--- src/rtl/seq_muldiv_unit.sv ---
// Multi-cycle unsigned WIDTHxWIDTH multiply / WIDTH/WIDTH restoring divide.
// The unit iterates one bit per clock and drives a one-cycle done pulse with a registered 2*WIDTH result.
module seq_muldiv_unit #(
  parameter int unsigned WIDTH = 8
) (
  input  logic               clock,
  input  logic               reset_n,
  input  logic               start,
  input  logic               op,
  input  logic [WIDTH-1:0]   a,
  input  logic [WIDTH-1:0]   b,
  output logic               busy,
  output logic               done,
  output logic               div_by_zero,
  output logic [2*WIDTH-1:0] result
);

  localparam int unsigned CW = $clog2(WIDTH + 1);

  typedef enum logic [1:0] {IDLE, CALC, DONE} state_e;

  state_e             state_q, state_d;
  logic               op_q, op_d;
  logic [WIDTH-1:0]   hi_q, hi_d;
  logic [WIDTH-1:0]   lo_q, lo_d;
  logic [WIDTH-1:0]   opb_q, opb_d;
  logic [CW-1:0]      cnt_q, cnt_d;
  logic [2*WIDTH-1:0] result_q, result_d;
  logic               dbz_q, dbz_d;

  logic [WIDTH:0]     sum, mul_acc, shl, trial;

  always_ff @(posedge clock or negedge reset_n) begin
    if (!reset_n) begin
      state_q  <= IDLE;
      op_q     <= 1'b0;
      hi_q     <= '0;
      lo_q     <= '0;
      opb_q    <= '0;
      cnt_q    <= '0;
      result_q <= '0;
      dbz_q    <= 1'b0;
    end else begin
      state_q  <= state_d;
      op_q     <= op_d;
      hi_q     <= hi_d;
      lo_q     <= lo_d;
      opb_q    <= opb_d;
      cnt_q    <= cnt_d;
      result_q <= result_d;
      dbz_q    <= dbz_d;
    end
  end

  // hi holds the product upper half (multiply) or the partial remainder (divide);
  // lo holds the shifting multiplier (multiply) or dividend/quotient bits (divide).
  always_comb begin
    state_d  = state_q;
    op_d     = op_q;
    hi_d     = hi_q;
    lo_d     = lo_q;
    opb_d    = opb_q;
    cnt_d    = cnt_q;
    result_d = result_q;
    dbz_d    = dbz_q;

    sum     = {1'b0, hi_q} + {1'b0, opb_q};
    mul_acc = lo_q[0] ? sum : {1'b0, hi_q};
    shl     = {hi_q, lo_q[WIDTH-1]};
    trial   = shl - {1'b0, opb_q};

    unique case (state_q)
      IDLE: begin
        if (start) begin
          state_d = CALC;
          op_d    = op;
          opb_d   = b;
          hi_d    = '0;
          lo_d    = a;
          cnt_d   = '0;
          dbz_d   = 1'b0;
        end
      end
      CALC: begin
        cnt_d = cnt_q + CW'(1);
        if (!op_q) begin
          hi_d = mul_acc[WIDTH:1];
          lo_d = {mul_acc[0], lo_q[WIDTH-1:1]};
        end else if (!trial[WIDTH]) begin
          hi_d = trial[WIDTH-1:0];
          lo_d = {lo_q[WIDTH-2:0], 1'b1};
        end else begin
          hi_d = shl[WIDTH-1:0];
          lo_d = {lo_q[WIDTH-2:0], 1'b0};
        end
        // A zero divisor never fails the trial subtract, so the restoring loop
        // naturally yields quotient all-ones and remainder equal to the dividend.
        if (cnt_q == CW'(WIDTH - 1)) begin
          state_d  = DONE;
          result_d = {hi_d, lo_d};
          dbz_d    = op_q && (opb_q == '0);
        end
      end
      DONE:    state_d = IDLE;
      default: state_d = IDLE;
    endcase
  end

  assign busy        = (state_q == CALC);
  assign done        = (state_q == DONE);
  assign div_by_zero = dbz_q;
  assign result      = result_q;

endmodule

--- config.mk ---
export PLATFORM = sky130hd
export DESIGN_NAME = seq_muldiv_unit
export DESIGN_NICKNAME = d
export VERILOG_FILES = /design/src/rtl/seq_muldiv_unit.sv
export SDC_FILE = /design/constraint.sdc
export NUM_CORES = 1
export LEC_CHECK = 0
export CAP_MARGIN = 0
export CORE_MARGIN = 2
export CORE_UTILIZATION = 55
export DETAILED_ROUTE_END_ITERATION = 7
export PLACE_DENSITY = 0.83
export SLEW_MARGIN = 25
export SYNTH_ARGS = -nofsm -noshare
export SYNTH_HDL_FRONTEND = slang
export SYNTH_SLANG_ARGS = --single-unit
--- constraint.sdc ---
create_clock -name clock -period 6.9 [get_ports clock]
set_input_delay 1.38 -clock clock [delete_from_list [all_inputs] [get_ports clock]]
set_output_delay 1.38 -clock clock [all_outputs]
set_load 0.05 [all_outputs]
==> results.ini, run 1 <==
[timing]
timing.final.crit_share=0.572
fin_hold_ws_ns=0.471
setup_ws_ns=2.96
rsz0062_at_grt=no
drv_slew=0
worst_pin_slew_ns=0.789
tns_ns=0
setup_violations=0
fmax_ghz=0.254
finalHoldViolations=0
period_minus_slack_ns=3.94
slew_headroom=0.474
fin_worst_skew_ns=0.00819

[floorplan]
die_h_um=79.9
core_region_area_um2=5540
num_io_pins=39
die_w_um=79.9
start_util=0.572
rows=27
die-area_um2=6390

[synthesis]
synth_area_um2=3170
netlist_instances=352
synth.distinct_cells=57
synth_xor_area_frac=0.0166
synth_top_family_by_area=compound AO/OA/AOI/OAI gates
synth_compound_area_frac=0.258
muxShareOfSynthArea=0.0659
ys.flop_type=dfrtp_1
ys_seq_area_frac=0.379
syn_nets=391
ys_warn_count=0
synth_seq_cells=48
synthAdderAreaFrac=0.0797
synth_simple_gate_area_frac=0.160
synth_edf_count=0
syn_area_per_cell_um2=9.01
synth-async-reset-ratio=1.00

[flow_run]
drv_cap=0

[clock_network]
cts_resized=0
ctsHoldBuffers=0
cts.path.max_buffers=2
cts_tree=done
post_cts_buffers=0
cts.sinks=48
clock-root-buffer=clkbuf_8
cts_buffers=5
clkTransAtPathRegs_ns=0.10
cts.htree.levels=2
insertion_delay_ns=0.32

[placed_design]
dp_slack_ns=3.18
routabilityCongestion=0.935
port_buffers=38
dp_hpwl_mm=5.80

[finish]
drive_above_1_share=0.0829
nets=424
antenna_cells_inserted=0
fin_util=0.675
syn_to_final_growth_pct=18.0

[routing]
drt_iter0_drc=250
dr_total_vias=2896
wl_per_cell_um=17.8
drc=0
dr.pass1.iters=5
drtAntennaViolNets=0
wirelength_mm=8.14
avgViaCountPerCell=6.32

[global_route]
grt_max_degree=49
grt_antenna_before_repair=0
grt_overflow=0
grt_pass1_wl_mm=13.4
first_global_vias=2636
track_usage=0.270

[min_path]
hold_class=register to register
min_to=lo_q[1]$_DFFE_PN0P_
min_path_cells=1
holdCritStartpoint=state_q[1]$_DFFE_PN0P_

[run_status]
status=finished, final reports clean

[worst_setup_path]
critPathKind=register to primary output
rr_startpoint=state_q[1]$_DFFE_PN0P_
critPathLaunchType=register
end_kind=primary output
cp_max_fo=18
startpoint=state_q[1]$_DFFE_PN0P_
required_ns=5.52
r2r_end=result[13]$_DFFE_PN0P_
reg2reg_depth=7
critPathArrivalTime_ns=2.56
rrSetupSlack_ns=3.73

-- sequential cells by signal (all words and copies together) (netlist names) --
name / count
cnt_q: 4
div_by_zero: 1
hi_q: 8
lo_q: 8
op_q: 1
opb_q: 8
result: 16
state_q: 2
-- placed cells by master (no fill, tap or decap), types with 7 or more instances in the layout --
master,n
a21oi_1,21
clkdlybuf4s50_1,37
dfrtp_1,48
ha_1,17
inv_1,18
mux2_2,7
mux2i_1,13
nand2_1,44
nand3_1,8
nor2_1,18
o21a_1,7
o21ai_0,34
o22ai_1,7
-- routing by layer --
metal  vias up  GRT usage  wire length (µm)  part of all wire
met2       127      0.427              3820              0.47
met5         -          0                 0                 0
li1       1377          -                 -                 -
met3        17     0.0339               504             0.062
met4         0     0.0898               135             0.017
met1      1375      0.385              3680              0.45
-- through the flow --
stage,area [µm²],instances
after global routing,3740,458
after floorplan,3170,352
after global placement,3600,450
after CTS,3740,458
after detailed placement,3600,450
final,3740,458
-- kinds of logic after synthesis --
| group | Yosys count |
|---|---|
| compound gates | 120 |
| xor+xnor | 6 |
| fa+ha+maj | 19 |
| buf+inv | 35 |
| flops | 48 |
| mux | 20 |
| simple gates | 104 |
-- worst max-delay path by stage --
stage,to,depth (start not counted)
after global routing,busy,4
after floorplan,busy,4
after global placement,opb_q[0]$_DFFE_PN0P_,4
after detailed placement,opb_q[0]$_DFFE_PN0P_,4
final,busy,4
after CTS,busy,4
-- cells in the mapped netlist (all sizes together) (3+ instances only) --
master / n / area (µm²)
mux2: 7 / 78.8
o2111ai: 3 / 26.3
a22o: 5 / 43.8
clkinv: 3 / 11.3
o21ai: 36 / 180
xnor2: 4 / 35.0
a21oi: 21 / 105
o211ai: 6 / 45.0
nor2: 20 / 77.6
nand2: 44 / 165
or2: 3 / 18.8
nor2b: 3 / 18.8
o31ai: 6 / 45.0
a31oi: 3 / 18.8
clkbuf: 13 / 48.8
mux2i: 13 / 130
or3: 6 / 37.5
ha: 17 / 213
dfrtp: 48 / 1200
o221ai: 4 / 35.0
a221oi: 3 / 26.3
a211oi: 4 / 40.0
o21a: 7 / 52.6
nand4: 3 / 18.8
inv: 18 / 67.6
o22ai: 7 / 43.8
nand3: 8 / 40.0
-- worst max-delay path, stage by stage (launching register included) --
cell and delay [ns]:
dfrtp_1 0.36, clkinv_1 0.21, nand2_1 0.33, clkinv_1 0.49, clkdlybuf4s50_1 0.86
-- area by class of cell --
class                   instances  area, µm²
multi-input cells             269       1840
repair buffers                 40        393
flip-flops and latches         48       1200
clock inverters                 3       68.8
well taps                      72       90.1
inverters                      21       78.8
fillers                       456       1800
clock buffers                   5       68.8
Power of run 1 is not shown: default switching activity piles up to over one toggle a cycle in this logic, so the estimate is an artifact.
==> run 2: changes to the inputs <==
CORE_UTILIZATION = 51   (was 55)
PLACE_DENSITY = 0.81   (was 0.83)
clock period = 3.2 ns   (was 6.9 ns; I/O delays follow)
==> run 2 against run 1 <==
Effect of this change: wire length is 3.7% lower; global-route usage is 3.2 points lower; core utilization is 5.1 points lower; clock skew is 0.0018 ns lower; first-iteration DRC count is 6.0% lower; non-clock buffer count is 4 higher; critical endpoint unchanged.
==> results.ini, run 2 (same netlist as run 1, synthesis figures left out) <==
[run_status]
status=finished, final reports clean

[global_route]
grt_max_degree=49
grt_antenna_before_repair=0
first_global_vias=2718
grt_overflow=0
grt_pass1_wl_mm=13.4
track_usage=0.238

[worst_setup_path]
critPathKind=register to primary output
rrSetupSlack_ns=0.44
crit_family=buffers and inverters
reg2reg_depth=10
crit_slowest_cell=clkdlybuf4s50_1
cp_num_buf_inv=3
endpoint=busy
end_kind=primary output
critPathLaunchType=register
slowest_delay_ns=0.72
worst-path-stages=4
crit_chain=clkinv_1 > nand2_1 > clkinv_1 > clkdlybuf4s50_1
required_ns=2.56
startpoint=state_q[1]$_DFFE_PN0P_
critPathArrivalTime_ns=2.18
crit_top_cell=clkinv_1
r2r_end=result[10]$_DFFE_PN0P_
rr_startpoint=lo_q[7]$_DFFE_PN0P_
cp_max_fo=10

[routing]
dr_total_vias=2809
drtAntennaViolNets=0
dr.pass1.iters=4
avgViaCountPerCell=6.05
drt_iter0_drc=235
wl_per_cell_um=16.9
drc=0
wirelength_mm=7.83

[clock_network]
clock-root-buffer=clkbuf_8
cts.sinks=48
cts.path.max_buffers=2
cts_resized=0
ctsHoldBuffers=0
insertion_delay_ns=0.31
post_cts_buffers=0
clkTransAtPathRegs_ns=0.09
cts_buffers=5
cts.htree.levels=2
cts_tree=done

[floorplan]
die_h_um=82.9
num_io_pins=39
die_w_um=82.9
die-area_um2=6870
core_region_area_um2=5960
rows=28
start_util=0.533

[placed_design]
port_buffers=38
dp_hpwl_mm=5.86
routabilityCongestion=0.921

[timing]
drv_slew=0
fmax_ghz=0.355
rsz0062_at_grt=no
finalHoldViolations=0
fin_worst_skew_ns=0.00643
period_minus_slack_ns=2.82
slew_headroom=0.481
timing.final.crit_share=0.881
worst_pin_slew_ns=0.778
setup_violations=0
tns_ns=0

[finish]
drive_above_1_share=0.0874
final_cell_mix=dfrtp_1 (48), nand2_1 (44), clkdlybuf4s50_1 (37)
nets=428
syn_to_final_growth_pct=17.2
final_common_cell=dfrtp_1
fillers=515
seqCellArea_um2=1200
multi_input_area_um2=1840
largest_register_ffs=16
antenna_cells_inserted=0

[flow_run]
drv_cap=0

[min_path]
hold_class=primary input to asynchronous set/reset pin

-- run 2: how the worst min path moves through the flow --
stage,slack [ns],end,start
floorplan,0.34,cnt_q[0]$_DFFE_PN0P_,reset_n
global placement,0.45,lo_q[1]$_DFFE_PN0P_,state_q[1]$_DFFE_PN0P_
detailed placement,0.47,result[0]$_DFFE_PN0P_,result[0]$_DFFE_PN0P_
CTS,0.35,opb_q[6]$_DFFE_PN0P_,reset_n
global route,0.38,opb_q[5]$_DFFE_PN0P_,reset_n
finish,0.32,opb_q[6]$_DFFE_PN0P_,reset_n
-- run 2: layer usage --
metal,global-route usage,vias to the layer above,part of all wire
li1,-,1381,-
met1,0.328,1324,0.46
met2,0.385,91,0.47
met3,0.0348,13,0.045
met4,0.0820,0,0.022
met5,0,-,0
-- run 2: worst reg2reg max path: stages, from the launching register on --
cell	delay, ns
dfrtp_1	0.43
inv_1	0.08
ha_1	0.16
inv_1	0.05
fa_1	0.43
a211oi_2	0.33
nor3_2	0.14
or4_1	0.52
o31ai_1	0.08
o32ai_1	0.14
mux2_2	0.28
-- run 2: stage by stage --
stage | hold WS (ns) | setup WS (ns) | cells | utilization | instance area, µm²
floorplan | 0.344 | 0.626 | 352 | - | 3170
global placement | 0.451 | 0.545 | 457 | 0.610 | 3630
detailed placement | 0.470 | 0.466 | 457 | 0.611 | 3640
CTS | 0.354 | 0.371 | 464 | 0.624 | 3720
global route | 0.379 | 0.256 | 464 | 0.624 | 3720
finish | 0.320 | 0.380 | 464 | 0.624 | 3720
-- run 2: area by class of cell --
class / instances / share of cell area
multi-input cells: 269 / 0.495
flip-flops and latches: 48 / 0.323
repair buffers: 44 / 0.114
well taps: 75 / 0.0252
inverters: 21 / 0.0212
clock buffers: 5 / 0.0185
clock inverters: 2 / 0.00337
Power of run 2 is left out for the same reason.
